===== config.mk =====
export PLATFORM = sky130hd
export DESIGN_NAME = fetch_stage_flat
export DESIGN_NICKNAME = d
export VERILOG_FILES = /design/src/rtl/fetch_stage_if.sv /design/src/rtl/fetch_stage.sv /design/src/flat_wrapper.sv
export SDC_FILE = /design/constraint.sdc
export NUM_CORES = 1
export LEC_CHECK = 0
export BUFFER_PORTS_ARGS = -buffer_cell sky130_fd_sc_hd__buf_2
export CELL_PAD_IN_SITES_DETAIL_PLACEMENT = 1
export CELL_PAD_IN_SITES_GLOBAL_PLACEMENT = 1
export CORE_ASPECT_RATIO = 1.75
export CORE_UTILIZATION = 33
export CTS_CLUSTER_DIAMETER = 80
export DETAILED_ROUTE_END_ITERATION = 12
export PLACE_DENSITY = 0.73
export SLEW_MARGIN = 20
export SYNTH_ARGS = -nofsm -noshare
export SYNTH_HDL_FRONTEND = slang
export SYNTH_SLANG_ARGS = --single-unit

===== constraint.sdc =====
create_clock -name Clock -period 8 [get_ports Clock]
set_input_delay 1.6 -clock Clock [delete_from_list [all_inputs] [get_ports Clock]]
set_output_delay 1.6 -clock Clock [all_outputs]
set_load 0.01 [all_outputs]

===== src/rtl/fetch_stage_if.sv =====
// Bundle between the fetch stage, the ID stage control outputs and instruction memory.
// The master modport is the fetch stage; slave is the ID/memory side that drives it.
interface fetch_stage_if;
    logic        Stall;
    logic        Jump;
    logic        Branch;
    logic        Zero;
    logic [25:0] JumpIndex;
    logic [15:0] BranchImm;
    logic [31:0] IdPCPlus4;
    logic        ImemReq;
    logic [31:0] ImemAddr;
    logic        ImemAck;
    logic [31:0] ImemData;
    logic [31:0] InstrOut;
    logic [31:0] PCPlus4Out;
    logic [5:0]  Opcode;
    logic        Valid;

    modport master (
        input  Stall, Jump, Branch, Zero, JumpIndex, BranchImm, IdPCPlus4, ImemAck, ImemData,
        output ImemReq, ImemAddr, InstrOut, PCPlus4Out, Opcode, Valid
    );

    modport slave (
        output Stall, Jump, Branch, Zero, JumpIndex, BranchImm, IdPCPlus4, ImemAck, ImemData,
        input  ImemReq, ImemAddr, InstrOut, PCPlus4Out, Opcode, Valid
    );
endinterface


===== src/rtl/fetch_stage.sv =====
// Instruction fetch stage: PC sequencing, IF/ID register, stall hold buffer and
// jump/branch redirect with a drain state for an in-flight memory read.
//
// state | meaning
// FETCH | requesting word at PC, accepting it into IF/ID when ID is ready
// HOLD  | fetched word parked in hold buffer while ID stalls, no request
// DRAIN | redirect arrived mid-read; wait for that read to finish, then jump
module fetch_stage #(
    parameter logic [31:0] RESET_PC = 32'h0000_0000
) (
    input  logic          Clock,
    input  logic          Reset,
    fetch_stage_if.master bus
);

    typedef enum logic [1:0] {FETCH, HOLD, DRAIN} state_t;

    state_t      state_q, state_d;
    logic [31:0] pc_q, pc_d;
    logic [31:0] instr_q, instr_d;
    logic [31:0] pcp4_q, pcp4_d;
    logic        valid_q, valid_d;
    logic [31:0] hold_instr_q, hold_instr_d;
    logic [31:0] hold_pcp4_q, hold_pcp4_d;
    logic [31:0] redir_q, redir_d;

    logic        redirect;
    logic [31:0] target;
    logic [31:0] pc_plus4;
    logic [31:0] jump_target;
    logic [31:0] branch_target;

    assign pc_plus4      = pc_q + 32'd4;
    assign jump_target   = {bus.IdPCPlus4[31:28], bus.JumpIndex, 2'b00};
    assign branch_target = bus.IdPCPlus4 + {{14{bus.BranchImm[15]}}, bus.BranchImm, 2'b00};
    assign redirect      = !bus.Stall && (bus.Jump || (bus.Branch && bus.Zero));
    assign target        = bus.Jump ? jump_target : branch_target;

    assign bus.ImemReq    = !Reset && (state_q != HOLD);
    assign bus.ImemAddr   = pc_q;
    assign bus.InstrOut   = instr_q;
    assign bus.PCPlus4Out = pcp4_q;
    assign bus.Valid      = valid_q;
    assign bus.Opcode     = instr_q[31:26];

    always_comb begin
        state_d      = state_q;
        pc_d         = pc_q;
        instr_d      = instr_q;
        pcp4_d       = pcp4_q;
        valid_d      = valid_q;
        hold_instr_d = hold_instr_q;
        hold_pcp4_d  = hold_pcp4_q;
        redir_d      = redir_q;

        case (state_q)
            FETCH: begin
                if (bus.ImemAck) begin
                    if (bus.Stall) begin
                        hold_instr_d = bus.ImemData;
                        hold_pcp4_d  = pc_plus4;
                        state_d      = HOLD;
                    end else if (redirect) begin
                        pc_d    = target;
                        instr_d = '0;
                        pcp4_d  = '0;
                        valid_d = 1'b0;
                    end else begin
                        instr_d = bus.ImemData;
                        pcp4_d  = pc_plus4;
                        valid_d = 1'b1;
                        pc_d    = pc_plus4;
                    end
                end else if (!bus.Stall) begin
                    if (redirect) begin
                        // Memory is mid-read at PC; keep the address stable until it completes.
                        redir_d = target;
                        instr_d = '0;
                        pcp4_d  = '0;
                        valid_d = 1'b0;
                        state_d = DRAIN;
                    end else begin
                        instr_d = '0;
                        valid_d = 1'b0;
                    end
                end
            end
            HOLD: begin
                if (!bus.Stall) begin
                    state_d = FETCH;
                    if (redirect) begin
                        pc_d    = target;
                        instr_d = '0;
                        pcp4_d  = '0;
                        valid_d = 1'b0;
                    end else begin
                        instr_d = hold_instr_q;
                        pcp4_d  = hold_pcp4_q;
                        valid_d = 1'b1;
                        pc_d    = pc_plus4;
                    end
                end
            end
            DRAIN: begin
                if (bus.ImemAck) begin
                    pc_d    = redir_q;
                    state_d = FETCH;
                end
            end
            default: state_d = FETCH;
        endcase
    end

    always_ff @(posedge Clock or posedge Reset) begin
        if (Reset) begin
            state_q      <= FETCH;
            pc_q         <= RESET_PC;
            instr_q      <= '0;
            pcp4_q       <= '0;
            valid_q      <= 1'b0;
            hold_instr_q <= '0;
            hold_pcp4_q  <= '0;
            redir_q      <= '0;
        end else begin
            state_q      <= state_d;
            pc_q         <= pc_d;
            instr_q      <= instr_d;
            pcp4_q       <= pcp4_d;
            valid_q      <= valid_d;
            hold_instr_q <= hold_instr_d;
            hold_pcp4_q  <= hold_pcp4_d;
            redir_q      <= redir_d;
        end
    end

endmodule


===== src/flat_wrapper.sv =====
// flat-port wrapper written by rule: the top's interface ports become plain ports
module fetch_stage_flat 
#(
    parameter logic [31:0] RESET_PC = 32'h0000_0000
)
  (Clock, Reset, bus_Stall, bus_Jump, bus_Branch, bus_Zero, bus_JumpIndex, bus_BranchImm, bus_IdPCPlus4, bus_ImemAck, bus_ImemData, bus_ImemReq, bus_ImemAddr, bus_InstrOut, bus_PCPlus4Out, bus_Opcode, bus_Valid);
  fetch_stage_if bus_i ();
  input  logic Clock;
  input  logic Reset;
  input wire logic [$bits(bus_i.Stall)-1:0] bus_Stall;
  input wire logic [$bits(bus_i.Jump)-1:0] bus_Jump;
  input wire logic [$bits(bus_i.Branch)-1:0] bus_Branch;
  input wire logic [$bits(bus_i.Zero)-1:0] bus_Zero;
  input wire logic [$bits(bus_i.JumpIndex)-1:0] bus_JumpIndex;
  input wire logic [$bits(bus_i.BranchImm)-1:0] bus_BranchImm;
  input wire logic [$bits(bus_i.IdPCPlus4)-1:0] bus_IdPCPlus4;
  input wire logic [$bits(bus_i.ImemAck)-1:0] bus_ImemAck;
  input wire logic [$bits(bus_i.ImemData)-1:0] bus_ImemData;
  output wire logic [$bits(bus_i.ImemReq)-1:0] bus_ImemReq;
  output wire logic [$bits(bus_i.ImemAddr)-1:0] bus_ImemAddr;
  output wire logic [$bits(bus_i.InstrOut)-1:0] bus_InstrOut;
  output wire logic [$bits(bus_i.PCPlus4Out)-1:0] bus_PCPlus4Out;
  output wire logic [$bits(bus_i.Opcode)-1:0] bus_Opcode;
  output wire logic [$bits(bus_i.Valid)-1:0] bus_Valid;
  assign bus_i.Stall = bus_Stall;
  assign bus_i.Jump = bus_Jump;
  assign bus_i.Branch = bus_Branch;
  assign bus_i.Zero = bus_Zero;
  assign bus_i.JumpIndex = bus_JumpIndex;
  assign bus_i.BranchImm = bus_BranchImm;
  assign bus_i.IdPCPlus4 = bus_IdPCPlus4;
  assign bus_i.ImemAck = bus_ImemAck;
  assign bus_i.ImemData = bus_ImemData;
  assign bus_ImemReq = bus_i.ImemReq;
  assign bus_ImemAddr = bus_i.ImemAddr;
  assign bus_InstrOut = bus_i.InstrOut;
  assign bus_PCPlus4Out = bus_i.PCPlus4Out;
  assign bus_Opcode = bus_i.Opcode;
  assign bus_Valid = bus_i.Valid;
  fetch_stage #(.RESET_PC(RESET_PC)) u_core (.Clock(Clock), .Reset(Reset), .bus(bus_i));
endmodule

Word level (Yosys, flattened, before mapping)
Cells that the tools add are included.
- flip-flop bits (word level): 195
- input bits: 113
- word-level logic and storage cells: 72
- output and inout bits: 104
- add/sub/neg operators: 2
- multiplexer cells: 33
- bitwise logic cells: 2
- eq/ne operators: 11
- reductions and logical operators: 16
- operators by type and width (cell ; number):
    32-bit two-way mux ; 18
    32-bit one-hot mux with 2 select lines ; 2
    32-bit one-hot mux with 3 select lines ; 1
    32-bit by 3-bit adder with 32-bit output, second input constant ; 1
    32-bit adder ; 1
    2-bit two-way mux ; 6
    3-bit AND reduction ; 3
    2-bit inequality test, second input constant ; 4
    4-bit AND reduction ; 2
    3-bit by 2-bit inequality test with 1-bit output, second input constant ; 2
    3-bit inequality test, second input constant ; 2
    2-bit one-hot mux with 3 select lines ; 1
    5-bit AND reduction ; 1
    1-bit two-way mux ; 4
    1-bit logical AND ; 3
    3-bit nonzero test ; 1
    2-bit by 1-bit == test with 1-bit output, second input constant ; 1
    2-bit == test, second input constant ; 1
    1-bit zero test ; 2
    2-bit zero test ; 1
    2-bit by 1-bit inequality test with 1-bit output, second input constant ; 1
    1-bit NOT ; 2
    1-bit one-hot mux with 2 select lines ; 1
    2-bit AND reduction ; 1
    2 further kinds ; 2

Longest topological paths before layout
- depth after elaboration: 7
- depth in mapped cells: 11
- gate-level depth less buffers: 11

Least setup slack after synthesis
Ideal clock, no wire load.
- kind: in2reg
- from: in bus_IdPCPlus4[2]
- to: reg u_core.pc_q[28], in the netlist u_core.bus.ImemAddr[28]
- arrival: 4173 ps
- required time: 7913 ps
- setup time: 87 ps
- path buffers: 0
- slack: 3740 ps
- cell stages on the path: 11
- cell sequence: ha_1 > fa_1 > a211oi_1 > o21bai_1 > a21oi_2 > o211ai_1 > a2111oi_1 > nor2_1 > xor2_1 > or3b_2 > o211ai_1
- cells in the longest elaborated chain, start to end: 6
- RTL lines (what ; RTL line ; source):
    start, declared ; flat_wrapper.sv:16 ; input wire logic [$bits(bus_i.IdPCPlus4)-1:0] bus_IdPCPlus4;
    32-bit adder (*) ; fetch_stage.sv:35 ; assign branch_target = bus.IdPCPlus4 + {{14{bus.BranchImm[15]}}, bus.BranchImm, 2'b00};
    32-bit two-way mux (*) ; fetch_stage.sv:37 ; assign target = bus.Jump ? jump_target : branch_target;
    32-bit two-way mux (*) ; fetch_stage.sv:63, fetch_stage.sv:91 ;
    32-bit two-way mux (*) ; fetch_stage.sv:59 ; if (bus.Stall) begin
    32-bit two-way mux ; fetch_stage.sv:58 ; if (bus.ImemAck) begin
    32-bit one-hot mux with 3 select lines (*) ; fetch_stage.sv:56 ; case (state_q)
    end signal, assigned ; fetch_stage.sv:126 ; pc_q <= pc_d;
    end, declared ; fetch_stage.sv:19 ; logic [31:0] pc_q, pc_d;
Mark *: on every way between the ends. The rest lies on a longest branch, timed or not. The select of a mux whose other input is x is not followed.
A chain may end at the register's enable or synchronous reset.

Worst setup path after layout
Ends and elaborated chain as after synthesis.

==> flow_summary_export.csv <==
group,metric,value,unit
outcome,run_status,"finished clean",
global_route,grt_pass1_wl,55.8,mm
place,place_area,12300,um^2
setup_path,end_kind,"register",
synth,synth_seq_area_share,44.5,%
synth,syn_area,11000,um^2
cells_and_area,mostFrequentLayoutCells,"216 x buf_2, 195 x dfrtp_1, 179 x a21oi_1",
setup_path,crit_path_start_kind,"primary input",
synth,synth_top_family_by_area,"compound AO/OA/AOI/OAI gates",
synth,yosysWarnings,0,
clock_network,numCtsBuffers,17,
power,ir_drop,95.3,uV
clock_network,post-cts-setup-buffer-count,0,
clock_network,cts_resized,0,
die,initial_core_util,33.8,%
synth,synth_cells,1241,
sta,timing.slew.headroom,27.5,%
setup_path,critical_path_arrival,4.91,ns
synth,synth_cell_types,70,
sta,hold_viol,0,
sta,setup_viol,0,
die,rows,87,
clock_network,cts.htree.levels,4,
place,place_congestion,0.855,
synth,synth_flop_cell,"dfrtp_1",
detailed_routing,drcViolationCount,0,
cells_and_area,areaGrowthSynthToFinish,17.4,%
die,die_h,243,um
detailed_routing,via_per_inst,5.38,
global_route,antenna_found_initial,1,
power,leakage,0.00588,uW
cells_and_area,drive_gt1_share,23.8,%
detailed_routing,dr.first_iter.drc_count,499,
die,ios,217,
place,numPortBuffers,216,
detailed_routing,via_count,9766,
worst_hold_path,worstHoldPathType,"register to register",
global_route,grt_max_degree,124,
die,die_area,34000,um^2
synth,synth-edff-count,0,
setup_path,cp.required,8.37,ns
power,finalPower,3220,uW
sta,slew_violations,0,
synth,yosys.area_share.adder,3.61,%
detailed_routing,dr.pass1.iters,4,
synth,synth_xor_area_share,4.15,%
sta,worstMarginPinSlew,1.09,ns
synth,ys_ff_latch,195,
setup_path,path_class,"primary input to register",
setup_path,worstPathMaxFanout,5,
synth,synth.area.mux_share,5.52,%
place,dp_cells,1784,
synth,async_flop_share,100,%
sta,setup_slack,3.46,ns
cells_and_area,final_nets,1547,
detailed_routing,wl_per_cell,18.9,um
clock_network,clk_pin_slew_worst_paths,0.07,ns
cells_and_area,final_area,12900,um^2
clock_network,cts_buffer_depth,2,
synth,yosysTopAreaCell,"dfrtp_1",
sta,fin_crit_sh,56.8,%
global_route,grt_pass1_vias,10200,
sta,tns,0,ns
flow_run,maxCapViolCount,0,
die,fp.dieW,140,um
clock_network,clock_sinks,195,
place,place_hpwl,25.0,mm
power,cellPowerDensity,250,nW/um^2
synth,synth_area_leaders,"dfrtp_1 45%, a21oi_1 8.2%, nor2_1 4.9%",
sta,fin_crit,4.54,ns
clock_network,clock_latency,0.45,ns
cells_and_area,final_common_cell,"buf_2",
synth,synth_compound_area_share,20.3,%
clock_network,root_buffer,"clkbuf_16",
synth,synth_fp_nets,1385,
sta,fin_skew,0.00741,ns
detailed_routing,antenna_left,0,
synth,synth_simple_gate_area_share,17.7,%
synth,yosys.area.top_type_share,44.5,%
sta,rsz0062_at_grt,"false",
global_route,overflow,0,
global_route,grt_use_total,21.0,%
place,preCtsSetupSlack,2.95,ns
cells_and_area,diodes,0,
synth,syn_avg_cell_area,8.83,um^2
clock_network,tritoncts,"yes",
cells_and_area,fin_cells,1816,
clock_network,cts_hold_buf,0,
sta,fmax,0.220,GHz
die,core_area,32400,um^2
detailed_routing,routed_wirelength,34.3,mm
==> sequential cells by signal (all words and copies together), names as in the netlist <==
register and flops:
u_core.bus.InstrOut 32, u_core.redir_q 32, u_core.bus.PCPlus4Out 32, u_core.bus.ImemAddr 32
u_core.bus.Valid 1, u_core.state_q 2, u_core.hold_pcp4_q 32, u_core.hold_instr_q 32
==> layout make-up <==
cell class,count,area (um^2)
clock buffers,25,485
clock inverters,7,73.8
fillers,3902,19600
inverters,17,71.3
multi-input cells,941,5660
flip-flops and latches,195,4880
well taps,400,500
repair buffers,231,1190
==> logic make-up after synthesis <==
| family | count (synthesis) |
|---|---|
| AND/OR/NAND/NOR | 420 |
| AO/OA/AOI/OAI | 384 |
| flip-flops | 195 |
| buffers and inverters | 105 |
| multiplexers | 55 |
| XOR/XNOR | 51 |
| adder cells (fa/ha/maj) | 31 |
==> synthesized netlist by cell type (all sizes together), types with 3 or more instances <==
| master | number |
|---|---|
| a211oi | 13 |
| a21o | 13 |
| a21oi | 183 |
| a221oi | 4 |
| a22oi | 4 |
| a31oi | 14 |
| and2 | 7 |
| and3 | 49 |
| and4 | 3 |
| buf | 16 |
| clkbuf | 72 |
| dfrtp | 195 |
| ha | 30 |
| inv | 17 |
| mux2 | 43 |
| mux2i | 12 |
| nand2 | 141 |
| nand2b | 8 |
| nand3 | 30 |
| nand4 | 7 |
| nor2 | 143 |
| nor2b | 6 |
| nor3 | 12 |
| o211ai | 13 |
| o21a | 9 |
| o21ai | 97 |
| o221ai | 4 |
| o22ai | 6 |
| o31ai | 8 |
| or2 | 4 |
| or3 | 4 |
| xnor2 | 27 |
| xor2 | 24 |
==> report_power, final <==
group | leakage, uW | switching, uW | total (uW) | internal (uW)
clock network | 0.000260 | 385 | 840 | 455
logic | 0.00325 | 557 | 951 | 394
registers | 0.00237 | 201 | 1430 | 1230
==> worst paths after layout <==
check	slack (ns)	startpoint	to	cells after the start
min in group asynchronous	1.34	Reset	u_core.hold_instr_q[8]	2
hold reg to reg	0.47	u_core.redir_q[15]	u_core.redir_q[15]	2
setup reg to reg	5.02	u_core.bus.ImemAddr[2]	u_core.bus.PCPlus4Out[31]	9
max in group asynchronous	5.10	Reset	u_core.bus.ImemAddr[14]	3
hold / removal	0.47	u_core.redir_q[15]	u_core.redir_q[15]	2
setup / recovery	3.46	bus_IdPCPlus4[2]	u_core.bus.ImemAddr[28]	12
==> worst max-delay path, cell delays in order <==
cell       delay [ns]
buf_2            0.10
ha_1             0.24
fa_1             0.44
a211oi_1         0.32
o21bai_1         0.14
a21oi_2          0.30
o211ai_1         0.22
a2111oi_1        0.64
nor2_1           0.14
xor2_1           0.20
or3b_2           0.46
o211ai_1         0.11
==> per-stage QoR <==
| step | hold slack [ns] | utilization (%) |
|---|---|---|
| 4_1_cts | 0.476 | 39.7 |
| 6_report | 0.472 | 39.7 |
| 2_1_floorplan | 0.433 | - |
| 3_3_place_gp | 0.450 | 37.9 |
| 5_1_grt | 0.499 | 39.7 |
| 3_5_place_dp | 0.458 | 37.9 |
==> per-layer routing <==
metal / vias up / part of all wire, % / track usage, %
met5: - / 0 / 0
met4: 0 / 3.2 / 8.76
met3: 55 / 3.6 / 3.26
met2: 223 / 52 / 37.8
met1: 4812 / 41 / 24.4
li1: 4676 / - / -
Note: power is estimated with default switching activity, not from simulation.
